`src/rtl/multicycle_pkg.sv`:
```
// Shared encodings for the multicycle RV32I-subset controller.
// Covers opcodes, FSM states, ALUOp, datapath selects and ALU control codes.
package multicycle_pkg;

  localparam int unsigned STATE_BITS = 4;

  localparam logic [6:0] OP_LW    = 7'b0000011;
  localparam logic [6:0] OP_SW    = 7'b0100011;
  localparam logic [6:0] OP_RTYPE = 7'b0110011;
  localparam logic [6:0] OP_ITYPE = 7'b0010011;
  localparam logic [6:0] OP_JAL   = 7'b1101111;
  localparam logic [6:0] OP_BEQ   = 7'b1100011;

  localparam logic [3:0] S_FETCH    = 4'd0;
  localparam logic [3:0] S_DECODE   = 4'd1;
  localparam logic [3:0] S_MEMADR   = 4'd2;
  localparam logic [3:0] S_MEMREAD  = 4'd3;
  localparam logic [3:0] S_MEMWB    = 4'd4;
  localparam logic [3:0] S_MEMWRITE = 4'd5;
  localparam logic [3:0] S_EXECUTER = 4'd6;
  localparam logic [3:0] S_EXECUTEI = 4'd7;
  localparam logic [3:0] S_JAL      = 4'd8;
  localparam logic [3:0] S_ALUWB    = 4'd9;
  localparam logic [3:0] S_BEQ      = 4'd10;

  localparam logic [1:0] ALUOP_ADD   = 2'b00;
  localparam logic [1:0] ALUOP_SUB   = 2'b01;
  localparam logic [1:0] ALUOP_FUNCT = 2'b10;

  localparam logic [1:0] RES_ALUOUT    = 2'b00;
  localparam logic [1:0] RES_DATA      = 2'b01;
  localparam logic [1:0] RES_ALURESULT = 2'b10;

  localparam logic [1:0] SRCA_PC    = 2'b00;
  localparam logic [1:0] SRCA_OLDPC = 2'b01;
  localparam logic [1:0] SRCA_RD1   = 2'b10;

  localparam logic [1:0] SRCB_RD2  = 2'b00;
  localparam logic [1:0] SRCB_IMM  = 2'b01;
  localparam logic [1:0] SRCB_FOUR = 2'b10;

  localparam logic [1:0] IMM_I = 2'b00;
  localparam logic [1:0] IMM_S = 2'b01;
  localparam logic [1:0] IMM_B = 2'b10;
  localparam logic [1:0] IMM_J = 2'b11;

  localparam logic [2:0] ALU_ADD = 3'b000;
  localparam logic [2:0] ALU_SUB = 3'b001;
  localparam logic [2:0] ALU_AND = 3'b010;
  localparam logic [2:0] ALU_OR  = 3'b011;
  localparam logic [2:0] ALU_SLT = 3'b101;

  // Per-state control word produced by the main FSM decode.
  typedef struct packed {
    logic       pc_update;
    logic       branch;
    logic       adr_src;
    logic       mem_write;
    logic       ir_write;
    logic       reg_write;
    logic       illegal;
    logic [1:0] result_src;
    logic [1:0] alu_src_a;
    logic [1:0] alu_src_b;
    logic [1:0] aluop;
  } ctrl_t;

  function automatic logic [1:0] imm_decode(input logic [6:0] op);
    logic [1:0] imm;
    case (op)
      OP_SW:   imm = IMM_S;
      OP_BEQ:  imm = IMM_B;
      OP_JAL:  imm = IMM_J;
      default: imm = IMM_I;
    endcase
    return imm;
  endfunction

endpackage

```
`src/rtl/multicycle_controller_if.sv`:
```
// Controller <-> datapath bundle: instruction fields and zero in, selects/enables out.
interface multicycle_controller_if;
  logic [6:0] op;
  logic [2:0] funct3;
  logic       funct7b5;
  logic       zero;
  logic       pc_write;
  logic       adr_src;
  logic       mem_write;
  logic       ir_write;
  logic [1:0] result_src;
  logic [1:0] alu_src_a;
  logic [1:0] alu_src_b;
  logic [1:0] imm_src;
  logic [2:0] alu_control;
  logic       reg_write;
  logic       illegal_instr;

  modport master (
    input  op, funct3, funct7b5, zero,
    output pc_write, adr_src, mem_write, ir_write, result_src, alu_src_a,
           alu_src_b, imm_src, alu_control, reg_write, illegal_instr
  );

  modport slave (
    output op, funct3, funct7b5, zero,
    input  pc_write, adr_src, mem_write, ir_write, result_src, alu_src_a,
           alu_src_b, imm_src, alu_control, reg_write, illegal_instr
  );
endinterface

```
`src/rtl/alu_decoder.sv`:
```
// Combinational ALU control decode from ALUOp and the instruction funct fields.
module alu_decoder
  import multicycle_pkg::*;
(
  input  logic [1:0] i_aluop,
  input  logic [2:0] i_funct3,
  input  logic       i_funct7b5,
  input  logic       i_op5,
  output logic [2:0] o_alu_control
);

  always_comb begin
    o_alu_control = ALU_ADD;
    case (i_aluop)
      ALUOP_ADD: o_alu_control = ALU_ADD;
      ALUOP_SUB: o_alu_control = ALU_SUB;
      ALUOP_FUNCT: begin
        case (i_funct3)
          // sub only for R-type; addi with imm[10]=1 must stay add
          3'b000:  o_alu_control = (i_funct7b5 & i_op5) ? ALU_SUB : ALU_ADD;
          3'b010:  o_alu_control = ALU_SLT;
          3'b110:  o_alu_control = ALU_OR;
          3'b111:  o_alu_control = ALU_AND;
          default: o_alu_control = ALU_ADD;
        endcase
      end
      default: o_alu_control = ALU_ADD;
    endcase
  end

endmodule

```
`src/rtl/multicycle_controller.sv`:
```
// Moore main FSM for the multicycle CPU; sequences datapath selects and enables.
module multicycle_controller
  import multicycle_pkg::*;
#(
  parameter int unsigned STATE_W = 4
) (
  input  logic                   clk,
  input  logic                   reset,
  multicycle_controller_if.master bus,
  output logic [STATE_W-1:0]     state_dbg
);

  logic [STATE_BITS-1:0] r_state;
  logic [STATE_BITS-1:0] w_cur;
  logic [STATE_BITS-1:0] w_next;
  ctrl_t                 w_ctrl;
  logic [2:0]            w_alu_control;

  always_ff @(posedge clk) begin
    if (reset) r_state <= S_FETCH;
    else       r_state <= w_next;
  end

  // Decode FETCH while reset is held so an abandoned store/writeback never fires.
  assign w_cur = reset ? S_FETCH : r_state;

  always_comb begin
    w_next = S_FETCH;
    w_ctrl = '0;
    case (w_cur)
      S_FETCH: begin
        w_ctrl.ir_write   = 1'b1;
        w_ctrl.alu_src_a  = SRCA_PC;
        w_ctrl.alu_src_b  = SRCB_FOUR;
        w_ctrl.aluop      = ALUOP_ADD;
        w_ctrl.result_src = RES_ALURESULT;
        w_ctrl.pc_update  = 1'b1;
        w_next            = S_DECODE;
      end
      S_DECODE: begin
        w_ctrl.alu_src_a = SRCA_OLDPC;
        w_ctrl.alu_src_b = SRCB_IMM;
        w_ctrl.aluop     = ALUOP_ADD;
        case (bus.op)
          OP_LW, OP_SW: w_next = S_MEMADR;
          OP_RTYPE:     w_next = S_EXECUTER;
          OP_ITYPE:     w_next = S_EXECUTEI;
          OP_JAL:       w_next = S_JAL;
          OP_BEQ:       w_next = S_BEQ;
          default: begin
            w_ctrl.illegal = 1'b1;
            w_next         = S_FETCH;
          end
        endcase
      end
      S_MEMADR: begin
        w_ctrl.alu_src_a = SRCA_RD1;
        w_ctrl.alu_src_b = SRCB_IMM;
        w_ctrl.aluop     = ALUOP_ADD;
        w_next           = bus.op[5] ? S_MEMWRITE : S_MEMREAD;
      end
      S_MEMREAD: begin
        w_ctrl.result_src = RES_ALUOUT;
        w_ctrl.adr_src    = 1'b1;
        w_next            = S_MEMWB;
      end
      S_MEMWB: begin
        w_ctrl.result_src = RES_DATA;
        w_ctrl.reg_write  = 1'b1;
        w_next            = S_FETCH;
      end
      S_MEMWRITE: begin
        w_ctrl.result_src = RES_ALUOUT;
        w_ctrl.adr_src    = 1'b1;
        w_ctrl.mem_write  = 1'b1;
        w_next            = S_FETCH;
      end
      S_EXECUTER: begin
        w_ctrl.alu_src_a = SRCA_RD1;
        w_ctrl.alu_src_b = SRCB_RD2;
        w_ctrl.aluop     = ALUOP_FUNCT;
        w_next           = S_ALUWB;
      end
      S_EXECUTEI: begin
        w_ctrl.alu_src_a = SRCA_RD1;
        w_ctrl.alu_src_b = SRCB_IMM;
        w_ctrl.aluop     = ALUOP_FUNCT;
        w_next           = S_ALUWB;
      end
      S_JAL: begin
        w_ctrl.alu_src_a  = SRCA_OLDPC;
        w_ctrl.alu_src_b  = SRCB_FOUR;
        w_ctrl.aluop      = ALUOP_ADD;
        w_ctrl.result_src = RES_ALUOUT;
        w_ctrl.pc_update  = 1'b1;
        w_next            = S_ALUWB;
      end
      S_ALUWB: begin
        w_ctrl.result_src = RES_ALUOUT;
        w_ctrl.reg_write  = 1'b1;
        w_next            = S_FETCH;
      end
      S_BEQ: begin
        w_ctrl.alu_src_a  = SRCA_RD1;
        w_ctrl.alu_src_b  = SRCB_RD2;
        w_ctrl.aluop      = ALUOP_SUB;
        w_ctrl.result_src = RES_ALUOUT;
        w_ctrl.branch     = 1'b1;
        w_next            = S_FETCH;
      end
      default: w_next = S_FETCH;
    endcase
  end

  alu_decoder u_alu_decoder (
    .i_aluop       (w_ctrl.aluop),
    .i_funct3      (bus.funct3),
    .i_funct7b5    (bus.funct7b5),
    .i_op5         (bus.op[5]),
    .o_alu_control (w_alu_control)
  );

  assign bus.pc_write      = w_ctrl.pc_update | (w_ctrl.branch & bus.zero);
  assign bus.adr_src       = w_ctrl.adr_src;
  assign bus.mem_write     = w_ctrl.mem_write;
  assign bus.ir_write      = w_ctrl.ir_write;
  assign bus.result_src    = w_ctrl.result_src;
  assign bus.alu_src_a     = w_ctrl.alu_src_a;
  assign bus.alu_src_b     = w_ctrl.alu_src_b;
  assign bus.imm_src       = imm_decode(bus.op);
  assign bus.alu_control   = w_alu_control;
  assign bus.reg_write     = w_ctrl.reg_write;
  assign bus.illegal_instr = w_ctrl.illegal;
  assign state_dbg         = STATE_W'(r_state);

endmodule

```
`src/flat_wrapper.sv`:
```
// flat-port wrapper written by rule: the top's interface ports become plain ports
module multicycle_controller_flat import multicycle_pkg::*;
#(
  parameter int unsigned STATE_W = 4
)
  (clk, reset, state_dbg, bus_op, bus_funct3, bus_funct7b5, bus_zero, bus_pc_write, bus_adr_src, bus_mem_write, bus_ir_write, bus_result_src, bus_alu_src_a, bus_alu_src_b, bus_imm_src, bus_alu_control, bus_reg_write, bus_illegal_instr);
  multicycle_controller_if bus_i ();
  input  logic clk;
  input  logic reset;
  output logic [STATE_W-1:0] state_dbg;
  input wire logic [$bits(bus_i.op)-1:0] bus_op;
  input wire logic [$bits(bus_i.funct3)-1:0] bus_funct3;
  input wire logic [$bits(bus_i.funct7b5)-1:0] bus_funct7b5;
  input wire logic [$bits(bus_i.zero)-1:0] bus_zero;
  output wire logic [$bits(bus_i.pc_write)-1:0] bus_pc_write;
  output wire logic [$bits(bus_i.adr_src)-1:0] bus_adr_src;
  output wire logic [$bits(bus_i.mem_write)-1:0] bus_mem_write;
  output wire logic [$bits(bus_i.ir_write)-1:0] bus_ir_write;
  output wire logic [$bits(bus_i.result_src)-1:0] bus_result_src;
  output wire logic [$bits(bus_i.alu_src_a)-1:0] bus_alu_src_a;
  output wire logic [$bits(bus_i.alu_src_b)-1:0] bus_alu_src_b;
  output wire logic [$bits(bus_i.imm_src)-1:0] bus_imm_src;
  output wire logic [$bits(bus_i.alu_control)-1:0] bus_alu_control;
  output wire logic [$bits(bus_i.reg_write)-1:0] bus_reg_write;
  output wire logic [$bits(bus_i.illegal_instr)-1:0] bus_illegal_instr;
  assign bus_i.op = bus_op;
  assign bus_i.funct3 = bus_funct3;
  assign bus_i.funct7b5 = bus_funct7b5;
  assign bus_i.zero = bus_zero;
  assign bus_pc_write = bus_i.pc_write;
  assign bus_adr_src = bus_i.adr_src;
  assign bus_mem_write = bus_i.mem_write;
  assign bus_ir_write = bus_i.ir_write;
  assign bus_result_src = bus_i.result_src;
  assign bus_alu_src_a = bus_i.alu_src_a;
  assign bus_alu_src_b = bus_i.alu_src_b;
  assign bus_imm_src = bus_i.imm_src;
  assign bus_alu_control = bus_i.alu_control;
  assign bus_reg_write = bus_i.reg_write;
  assign bus_illegal_instr = bus_i.illegal_instr;
  multicycle_controller #(.STATE_W(STATE_W)) u_core (.clk(clk), .reset(reset), .bus(bus_i), .state_dbg(state_dbg));
endmodule
```
`config.mk`:
```
export PLATFORM = sky130hd
export DESIGN_NAME = multicycle_controller_flat
export DESIGN_NICKNAME = d
export VERILOG_FILES = /design/src/rtl/multicycle_pkg.sv /design/src/rtl/multicycle_controller_if.sv /design/src/rtl/alu_decoder.sv /design/src/rtl/multicycle_controller.sv /design/src/flat_wrapper.sv
export SDC_FILE = /design/constraint.sdc
export NUM_CORES = 1
export LEC_CHECK = 0
export ABC_AREA = 1
export BUFFER_PORTS_ARGS = -buffer_cell sky130_fd_sc_hd__buf_2
export CORE_MARGIN = 10
export CORE_UTILIZATION = 40
export CTS_BUF_LIST = sky130_fd_sc_hd__clkbuf_16
export CTS_CLUSTER_SIZE = 40
export DETAILED_ROUTE_END_ITERATION = 12
export PLACE_DENSITY_LB_ADDON = 0.05
export SLEW_MARGIN = 20
export SYNTH_ARGS = -nofsm -noshare
export SYNTH_HDL_FRONTEND = slang
export SYNTH_SLANG_ARGS = --single-unit
```
`constraint.sdc`:
```
create_clock -name clk -period 1.58 [get_ports clk]
set_clock_uncertainty 0.1 [all_clocks]
set_input_delay 0.158 -clock clk [delete_from_list [all_inputs] [get_ports clk]]
set_output_delay 0.158 -clock clk [all_outputs]
set_load 0.01 [all_outputs]
```
==> results of run 1 <==
final cells by class:
type	instances	area share, %
Multi-Input combinational cell	71	42.12
Timing Repair Buffer	66	37.07
Sequential cell	4	7.475
Clock buffer	3	6.061
Inverter	17	5.556
Tap cell	15	1.515
Antenna cell	1	0.2020
kinds of logic after synthesis:
group           count (synthesis)  synth area share, %
compound gates                 10                11.64
fa+ha+maj                       2                4.750
buf+inv                        18                13.54
flops                           4                15.20
simple gates                   59                54.87
layer usage:
metal  up-vias  track usage, %  routed length [um]
li1        431               -                   -
met1       495           13.39                1497
met2       138           31.85                2222
met3        57           3.820                 542
met4         0           9.966                 465
met5         -               0                   0
cell usage in the layout, fill, tap and decap left out, types with 3 or more instances in the layout:
master	count
sky130_fd_sc_hd__inv_2	7
sky130_fd_sc_hd__inv_1	8
sky130_fd_sc_hd__buf_4	24
sky130_fd_sc_hd__nand2_4	8
sky130_fd_sc_hd__buf_6	11
sky130_fd_sc_hd__dfxtp_4	3
sky130_fd_sc_hd__nor2_2	5
sky130_fd_sc_hd__nor2_4	4
sky130_fd_sc_hd__nand2_1	16
sky130_fd_sc_hd__buf_2	31
sky130_fd_sc_hd__nor2_1	10
sky130_fd_sc_hd__nand3_1	7
sky130_fd_sc_hd__clkbuf_16	3
stage by stage:
stage / hold WS (ns) / util, % / TNS (ns) / total power [mW]
2_1_floorplan: 0.1304 / - / -0.04841 / 0.1612
3_3_place_gp: 0.3200 / 67.26 / -0.02399 / 0.2113
3_5_place_dp: 0.3206 / 67.26 / -0.1043 / 0.2132
4_1_cts: 0.08861 / 83.73 / -0.4832 / 0.6305
5_1_grt: 0.1464 / 97.63 / -3.190 / 0.6922
6_report: 0.1529 / 97.63 / -2.517 / 0.6825
cell usage after synthesis, drive strengths merged:
cell type / count / area [um^2]
a21oi: 1 / 5.000
a31oi: 1 / 6.260
and3: 1 / 6.260
buf: 1 / 7.510
clkinv: 1 / 3.750
dfxtp: 4 / 80.08
ha: 2 / 25.02
inv: 16 / 60.06
nand2: 26 / 110.1
nand3: 10 / 55.05
nand3b: 1 / 7.510
nor2: 19 / 98.84
nor3: 1 / 5.000
nor4: 1 / 6.260
o21ai: 6 / 37.54
o22ai: 2 / 12.51
timing repair:
| action | in CTS | in global routing |
|---|---|---|
| hold buffers | 0 | 0 |
| resized for setup | 13 | 35 |
| buffers inserted | 11 | 8 |
| pin swaps | 4 | 15 |
| setup endpoints to repair | 12 | 15 |
path summary, 6_finish.rpt:
kind,start,depth (start not counted),slack [ns],to
max,u_core.state_dbg[3],9,-0.41,bus_alu_control[0]
min reg2reg,u_core.state_dbg[2],4,0.74,u_core.state_dbg[3]
min,bus_op[5],2,0.15,u_core.state_dbg[1]
max reg2reg,u_core.state_dbg[2],8,-0.11,u_core.state_dbg[0]
power by group through the flow:
stage | registers, mW | clock network (mW) | logic, mW
after floorplan | 0.110 | 0 | 0.0512
after global placement | 0.108 | 0 | 0.104
after detailed placement | 0.107 | 0 | 0.106
after CTS | 0.107 | 0.395 | 0.129
after global routing | 0.104 | 0.412 | 0.177
final | 0.104 | 0.408 | 0.171
==> metrics.txt, run 1 <==
result of the run complete, but fails checks; violations in the final reports setup timing; area of the multi-input gates 521.8 um^2; post-DR vias/cell 6.333; number of flip-flops in the largest register 4; placed standard-cell area 853.3 um^2; # nets final 179; mean cell area of the mapped netlist 5.664 um^2; type of the most critical hold path input port to flop; required time of the critical path 1.32 ns; Detailed Routing Iterations Pass 1 5; switching power share of the total 27.40%; proportion of synthesized chip area in sequential cells 15.20%; largest delay contributor family on the critical path buffers and inverters; slowest cell on the critical path sky130_fd_sc_hd__dfxtp_4; cell count after placement 157; largest net degree at the start of global routing 6; sequential cell area 92.59 um^2; die footprint 3169 um^2; global-route wire length before repair 4.119 mm; transition at the pin with the smallest max-transition slack 0.3714 ns; pwr dens 551.0 nW/um^2; die outline width 56.29 um; effective utilization at floorplan 41.52%; Final setup violation count 17; global route overflow 0; Post-Route WL 4.726 mm; shortest period the worst path allows 1.990 ns; synthesis-stage register bit count 4; Final HPWL DP 1.507 mm; vias in the first global route 911; maximum root-to-sink buffer count 2; kind of end point of the critical path output port; count of antenna-violating nets left after detailed routing 0; Slowest Stage Delay on Critical Path 0.36 ns; number of buffers added on ports 34; reported max-cap violation count 0; io pins 35; Rows 13; FILL cells 21; clock network latency to the later pin of the worst-skew pair 0.23 ns; CORE AREA 1269 um^2; final critical-path share of the clock period 125.9%; post-DR wirelength/cell 26.70 um; Num CTS Buffers 3; combinational share of power 25.0%; Highest Clock Rate 502.5 MHz; number of buffer and inverter stages on the critical path 4; Switch Pwr 187.0 uW; startpoint class of the critical path flop; critical path start-end classification flop to output port; portion of total power attributed to sequential cells 15.2%; maximum vdd drop 0.0007019 V; Synth-to-Final Area Change 135.2%; Design Area, Final 1239 um^2; Mapped Cells 93; Max Slew Vio Count 0; H-tree Lvls 1; antenna violations before repair 1; filler-free cell count of the finished design 177; critical path fanouts, max 3; worst setup slack after layout -0.4100 ns; GR Util All Layers 15.93%; internal portion of total power 495.5 uW; Die Height 56.29 um; Clock Power Share 59.8%; Detailed Route Iter0 Violations 118; Post-Place Worst Slack -0.06698 ns; master cell of the clock root buffer sky130_fd_sc_hd__clkbuf_16; Yosys Warn Count 0; DRC violation count after routing 0; P_leak 0.6912 nW; sequence of cells on the critical path nand2_4, nor2_4, nand2_2, buf_4, inv_2, ha_1, inv_1, o22ai_2, buf_2; final hold vios 0; fraction of final layout cells with drive strength greater than 1 69.57%; clock tree from TritonCTS built; cell area after synthesis 526.8 um^2; global placer's final weighted congestion 0.7804; RSZ-0062 raised after global routing yes; net count after synthesis 109; total clock sinks 4; headroom to the max-slew limit 74.98%; data arrival time of the critical path 1.73 ns; total via count in the routed design 1121; number of different library cells in the post-synthesis netlist 24; post-CTS clock slew at the launch and capture registers of the worst setup and hold paths 0.03 ns
Note: power is estimated with default switching activity, not from simulation.
==> run 2: changes to the inputs <==
--- a/config.mk
+++ b/config.mk
@@ -7,8 +7,10 @@
 export LEC_CHECK = 0
 export ABC_AREA = 1
 export BUFFER_PORTS_ARGS = -buffer_cell sky130_fd_sc_hd__buf_2
+export CELL_PAD_IN_SITES_DETAIL_PLACEMENT = 1
+export CELL_PAD_IN_SITES_GLOBAL_PLACEMENT = 1
 export CORE_MARGIN = 10
-export CORE_UTILIZATION = 40
+export CORE_UTILIZATION = 25
 export CTS_BUF_LIST = sky130_fd_sc_hd__clkbuf_16
 export CTS_CLUSTER_SIZE = 40
 export DETAILED_ROUTE_END_ITERATION = 12
==> metrics.txt, run 2 (synthesized netlist as in run 1, its figures left out) <==
result of the run complete, but fails checks (unchanged); violations in the final reports setup timing (unchanged); CORE AREA 1982 um^2 (was 1269 um^2); kind of end point of the critical path output port (unchanged); Design Area, Final 1316 um^2 (was 1239 um^2); total clock sinks 4 (unchanged); transition at the pin with the smallest max-transition slack 0.2596 ns (was 0.3714 ns); Final HPWL DP 1.834 mm (was 1.507 mm); final hold vios 0 (unchanged); placed standard-cell area 853.3 um^2 (unchanged); Clock Power Share 61.6% (was 59.8%); Slowest Stage Delay on Critical Path 0.37 ns (was 0.36 ns); post-DR wirelength/cell 19.25 um (was 26.70 um); global placer's final weighted congestion 0.8159 (was 0.7804); commonest non-fill, non-tap cell in the layout sky130_fd_sc_hd__buf_2 (unchanged); count of antenna-violating nets left after detailed routing 0 (unchanged); GR Util All Layers 12.94% (was 15.93%); final critical-path share of the clock period 116.5% (was 125.9%); Die Height 65.90 um (was 56.29 um); most frequent cell on the critical path sky130_fd_sc_hd__inv_4; P_leak 0.6936 nW (was 0.6912 nW); Synth-to-Final Area Change 149.9% (was 135.2%); critical path fanouts, max 3 (unchanged); post-DR vias/cell 4.791 (was 6.333); effective utilization at floorplan 26.58% (was 41.52%); H-tree Lvls 1 (unchanged); startpoint class of the critical path flop (unchanged); Detailed Route Iter0 Violations 41 (was 118); Final setup violation count 14 (was 17); largest delay contributor family on the critical path simple AND/OR/NAND/NOR gates (was buffers and inverters); type of the most critical hold path input port to flop (unchanged); sequential cell area 92.59 um^2 (unchanged); Post-Route WL 3.600 mm (was 4.726 mm); io pins 35 (unchanged); Num CTS Buffers 3 (unchanged); overall power 664.4 uW (was 682.5 uW); most frequent cells in the layout 30 x sky130_fd_sc_hd__buf_2, 20 x sky130_fd_sc_hd__buf_4, 14 x sky130_fd_sc_hd__nand2_1 (was 31 x sky130_fd_sc_hd__buf_2, 24 x sky130_fd_sc_hd__buf_4, 16 x sky130_fd_sc_hd__nand2_1); headroom to the max-slew limit 82.51% (was 74.98%); RSZ-0062 raised after global routing yes (unchanged); internal portion of total power 492.2 uW (was 495.5 uW); antenna cell count 0 (was 1); area of the multi-input gates 554.3 um^2 (was 521.8 um^2); number of buffer and inverter stages on the critical path 4 (unchanged); Detailed Routing Iterations Pass 1 4 (was 5); # nets final 178 (was 179); shortest period the worst path allows 1.841 ns (was 1.990 ns); Highest Clock Rate 543.1 MHz (was 502.5 MHz); global-route wire length before repair 4.554 mm (was 4.119 mm); vias in the first global route 966 (was 911); largest net degree at the start of global routing 6 (unchanged); clock tree from TritonCTS built (unchanged); worst setup slack after layout -0.2614 ns (was -0.4100 ns); post-CTS clock slew at the launch and capture registers of the worst setup and hold paths 0.03 ns (about the same); pwr dens 504.7 nW/um^2 (was 551.0 nW/um^2); critical path start-end classification flop to output port (unchanged); switching power share of the total 25.92% (was 27.40%); combinational share of power 22.7% (was 25.0%); slowest cell on the critical path sky130_fd_sc_hd__dfxtp_4 (unchanged); die outline width 65.90 um (was 56.29 um); master cell of the clock root buffer sky130_fd_sc_hd__clkbuf_16 (unchanged); sequence of cells on the critical path inv_4, nor2_4, nand3_4, inv_4, ha_4, inv_4, nand2_4, nor4_4, buf_2 (was nand2_4, nor2_4, nand2_2, buf_4, inv_2, ha_1, inv_1, o22ai_2, buf_2); antenna violations before repair 0 (was 1); total via count in the routed design 896 (was 1121); number of buffers added on ports 34 (unchanged); maximum vdd drop 0.0008274 V (was 0.0007019 V); DRC violation count after routing 0 (unchanged); required time of the critical path 1.32 ns (about the same); quantity of hold-fixing buffers added after cts 0 (unchanged); number of flip-flops in the largest register 4 (unchanged); Rows 16 (was 13); clock network latency to the later pin of the worst-skew pair 0.23 ns (about the same); fraction of final layout cells with drive strength greater than 1 74.38% (was 69.57%); data arrival time of the critical path 1.58 ns (was 1.73 ns); FILL cells 251 (was 21); Switch Pwr 172.2 uW (was 187.0 uW); global route overflow 0 (unchanged); die footprint 4343 um^2 (was 3169 um^2); Post-Place Worst Slack -0.09195 ns (was -0.06698 ns); maximum root-to-sink buffer count 2 (unchanged); portion of total power attributed to sequential cells 15.7% (was 15.2%); reported max-cap violation count 0 (unchanged); Max Slew Vio Count 0 (unchanged)
run 2: changes by cell type in the layout (fill, tap and decap cells not counted), moves of 2 or more:
cell	delta
sky130_fd_sc_hd__buf_4	-4
sky130_fd_sc_hd__buf_6	+2
sky130_fd_sc_hd__inv_1	-2
sky130_fd_sc_hd__inv_4	+2
sky130_fd_sc_hd__nand2_1	-2
sky130_fd_sc_hd__nor2_1	-2
sky130_fd_sc_hd__nor2_2	+2
run 2: stage by stage:
stage	setup TNS, ns	hold WS (ns)	std cells	util (%)
after global routing	-2.490	0.07432	187	66.41
after global placement	-0.04169	0.2949	167	43.06
final	-1.771	0.07715	187	66.41
after floorplan	-0.04841	0.1304	93	-
after CTS	-0.9687	0.07649	183	58.84
after detailed placement	-0.1676	0.3064	167	43.06
run 2: layout make-up:
class                           count  share of cell area [%]
Clock buffer                        3                   5.703
Inverter                           17                   5.989
Multi-Input combinational cell     71                   42.11
Sequential cell                     4                   7.034
Tap cell                           27                   2.567
Timing Repair Buffer               65                   36.60
run 2: what timing repair did:
item,4_1_cts,5_1_grt
setup endpoints to repair,14,15
gates resized for setup,36,31
setup buffers,14,6
pin swaps,16,10
run 2: layer usage:
metal  GRT usage, %  vias up  wire length, um  part of all wire (%)
li1               -      431                -                     -
met5              0        -                0                     0
met1          12.77      421             1403                    39
met3          1.864       11              169                   4.7
met2          25.97       33             1917                    53
met4          4.813        0              110                   3.1
run 2: final timing paths:
path,startpoint,endpoint,slack (ns),cells past startpoint
max reg2reg,u_core.state_dbg[2],u_core.state_dbg[1],0,7
min reg2reg,u_core.state_dbg[3],u_core.state_dbg[0],0.73,5
max,u_core.state_dbg[2],bus_alu_control[2],-0.26,9
min,reset,u_core.state_dbg[0],0.08,2
run 2: power groups by stage:
stage / logic (mW) / clock network, mW / registers, mW
5_1_grt: 0.163 / 0.421 / 0.105
6_report: 0.151 / 0.409 / 0.104
2_1_floorplan: 0.0512 / 0 / 0.110
3_5_place_dp: 0.106 / 0 / 0.108
3_3_place_gp: 0.103 / 0 / 0.108
4_1_cts: 0.132 / 0.397 / 0.106
run 2: worst reg2reg max path: stages (launching register included):
cell                      delay (ns)
sky130_fd_sc_hd__dfxtp_4        0.35
sky130_fd_sc_hd__buf_12         0.13
sky130_fd_sc_hd__buf_8          0.12
sky130_fd_sc_hd__o21ai_4        0.24
sky130_fd_sc_hd__buf_6          0.15
sky130_fd_sc_hd__nand2_4        0.06
sky130_fd_sc_hd__buf_4          0.14
sky130_fd_sc_hd__o22ai_1        0.20
==> run 3: changes to the inputs <==
==> constraint.sdc (replaced) <==
create_clock -name clk -period 1.58 [get_ports clk]
set_clock_uncertainty 0.1 [all_clocks]
set_input_delay 0.316 -clock clk [delete_from_list [all_inputs] [get_ports clk]]
set_output_delay 0.316 -clock clk [all_outputs]
set_load 0.01 [all_outputs]
==> metrics.txt, run 3 (synthesized netlist as in run 1, its figures left out) <==
result of the run complete, but fails checks (unchanged); violations in the final reports setup timing (unchanged); Worst Hold Path EP u_core.state_dbg[0] (unchanged); global placer's final weighted congestion 0.8113 (was 0.8159); die outline width 65.90 um (unchanged); Num CTS Buffers 3 (unchanged); Highest Clock Rate 513.5 MHz (was 543.1 MHz); Final setup violation count 16 (was 14); maximum root-to-sink buffer count 2 (unchanged); clock network latency to the later pin of the worst-skew pair 0.22 ns (was 0.23 ns); Detailed Routing Iterations Pass 1 4 (unchanged); Die Height 65.90 um (unchanged); worst setup slack after layout -0.3673 ns (was -0.2614 ns); Hold Startpoint reset (unchanged); antenna cell count 0 (unchanged); P_leak 0.7466 nW (was 0.6936 nW); antenna violations before repair 0 (unchanged); number of flip-flops in the largest register 4 (unchanged); Post-Route WL 3.771 mm (was 3.600 mm); master cell of the clock root buffer sky130_fd_sc_hd__clkbuf_16 (unchanged); type of the most critical hold path input port to flop (unchanged); transition at the pin with the smallest max-transition slack 0.3402 ns (was 0.2596 ns); clock tree from TritonCTS built (unchanged); Synth-to-Final Area Change 162.0% (was 149.9%); data arrival time of the critical path 1.53 ns (was 1.58 ns); total via count in the routed design 954 (was 896); post-DR vias/cell 4.918 (was 4.791); required time of the critical path 1.16 ns (was 1.32 ns); vias in the first global route 1036 (was 966); total clock sinks 4 (unchanged); effective utilization at floorplan 26.58% (unchanged); Post-Place Worst Slack -0.3191 ns (was -0.09195 ns); number of buffers added on ports 34 (unchanged); GR Util All Layers 13.49% (was 12.94%); fraction of final layout cells with drive strength greater than 1 76.65% (was 74.38%); overall power 674.8 uW (was 664.4 uW); global-route wire length before repair 4.698 mm (was 4.554 mm); quantity of hold-fixing buffers added after cts 0 (unchanged); H-tree Lvls 1 (unchanged); most frequent cells in the layout 29 x sky130_fd_sc_hd__buf_2, 26 x sky130_fd_sc_hd__buf_4, 17 x sky130_fd_sc_hd__buf_6 (was 30 x sky130_fd_sc_hd__buf_2, 20 x sky130_fd_sc_hd__buf_4, 14 x sky130_fd_sc_hd__nand2_1); global route overflow 0 (unchanged); minimum setup slack among reg-to-reg paths -0.04 ns (was 0 ns); critical path fanouts, max 3 (unchanged); post-DR wirelength/cell 19.44 um (was 19.25 um); Detailed Route Iter0 Violations 32 (was 41); post-CTS clock slew at the launch and capture registers of the worst setup and hold paths 0.03 ns (about the same); Rows 16 (unchanged); RSZ-0062 raised after global routing yes (unchanged); startpoint class of the critical path flop (unchanged); maximum vdd drop 0.0004962 V (was 0.0008274 V); final critical-path share of the clock period 123.2% (was 116.5%); Worst Hold Depth 2 (unchanged); Max Slew Vio Count 0 (unchanged); critical path start-end classification flop to output port (unchanged); die footprint 4343 um^2 (unchanged); CORE AREA 1982 um^2 (unchanged); DRC violation count after routing 0 (unchanged); largest net degree at the start of global routing 6 (unchanged); # nets final 185 (was 178); Final HPWL DP 1.980 mm (was 1.834 mm); io pins 35 (unchanged); headroom to the max-slew limit 77.08% (was 82.51%); commonest non-fill, non-tap cell in the layout sky130_fd_sc_hd__buf_2 (unchanged); pwr dens 488.9 nW/um^2 (was 504.7 nW/um^2); endpoint of the worst register-to-register path u_core.state_dbg[1] (unchanged); kind of end point of the critical path output port (unchanged); origin of the critical flop-to-flop path u_core.state_dbg[2] (unchanged); final hold vios 0 (unchanged); count of antenna-violating nets left after detailed routing 0 (unchanged); shortest period the worst path allows 1.947 ns (was 1.841 ns); R2R depth 8 (was 7); reported max-cap violation count 0 (unchanged)
## run 3: cell count changes in the layout (fill, tap and decap cells not counted), moves of 2 or more
cell / before / now
sky130_fd_sc_hd__buf_4: 20 / 26
sky130_fd_sc_hd__nor2_4: 4 / 7
sky130_fd_sc_hd__buf_6: 13 / 17
sky130_fd_sc_hd__nor2_2: 7 / 5
## run 3: power by group
| part | switching [mW] | internal (mW) |
|---|---|---|
| combinational | 0.0908 | 0.0782 |
| sequential | 0.00392 | 0.0991 |
| clock | 0.0785 | 0.324 |
## run 3: worst max-delay path by stage
stage,startpoint,endpoint
floorplan,u_core.state_dbg[2],bus_alu_control[2]
global placement,reset,bus_alu_control[2]
detailed placement,reset,bus_alu_control[2]
CTS,u_core.state_dbg[2],bus_alu_control[2]
global route,u_core.state_dbg[3],bus_alu_control[2]
finish,u_core.state_dbg[3],bus_alu_control[2]
## run 3: critical path, stage by stage, from the launching register on
cell and delay (ns):
sky130_fd_sc_hd__dfxtp_4 0.36, sky130_fd_sc_hd__nand2_2 0.09, sky130_fd_sc_hd__nor2_4 0.15, sky130_fd_sc_hd__nand2_4 0.09
sky130_fd_sc_hd__ha_4 0.24, sky130_fd_sc_hd__inv_4 0.06, sky130_fd_sc_hd__nand2_4 0.05, sky130_fd_sc_hd__nor4_4 0.11
sky130_fd_sc_hd__buf_2 0.16
## run 3: layer usage
layer | share of wire, % | track usage, % | vias up
met4 | 2.6 | 5.615 | 0
met5 | 0 | 0 | -
met1 | 38 | 12.31 | 464
met2 | 54 | 27.17 | 38
li1 | - | - | 444
met3 | 5.5 | 3.220 | 8
## run 3: what timing repair did
| action | 4_1_cts | 5_1_grt |
|---|---|---|
| endpoints found under the setup margin | 15 | 16 |
| gates resized for setup | 27 | 35 |
| pin swaps | 10 | 15 |
| buffers inserted | 12 | 10 |
## run 3: final cells by class
cell class | count | area (um^2)
Fill cell | 230 | 601.8
Sequential cell | 4 | 95.09
Inverter | 17 | 78.83
Multi-Input combinational cell | 71 | 565.5
Tap cell | 27 | 33.78
Timing Repair Buffer | 72 | 531.8
Clock buffer | 3 | 75.07
## run 3: stage by stage
step / setup TNS (ns) / instances / utilization (%) / instance area [um^2] / hold slack [ns]
final: -2.938 / 194 / 69.63 / 1380 / 0.2626
after global routing: -3.701 / 194 / 69.63 / 1380 / 0.2822
after CTS: -1.997 / 187 / 59.85 / 1186 / 0.2559
after detailed placement: -1.427 / 176 / 48.30 / 957.2 / 0.4848
after global placement: -1.122 / 176 / 48.30 / 957.2 / 0.4741
after floorplan: -0.1107 / 93 / - / 588.1 / 0.2884
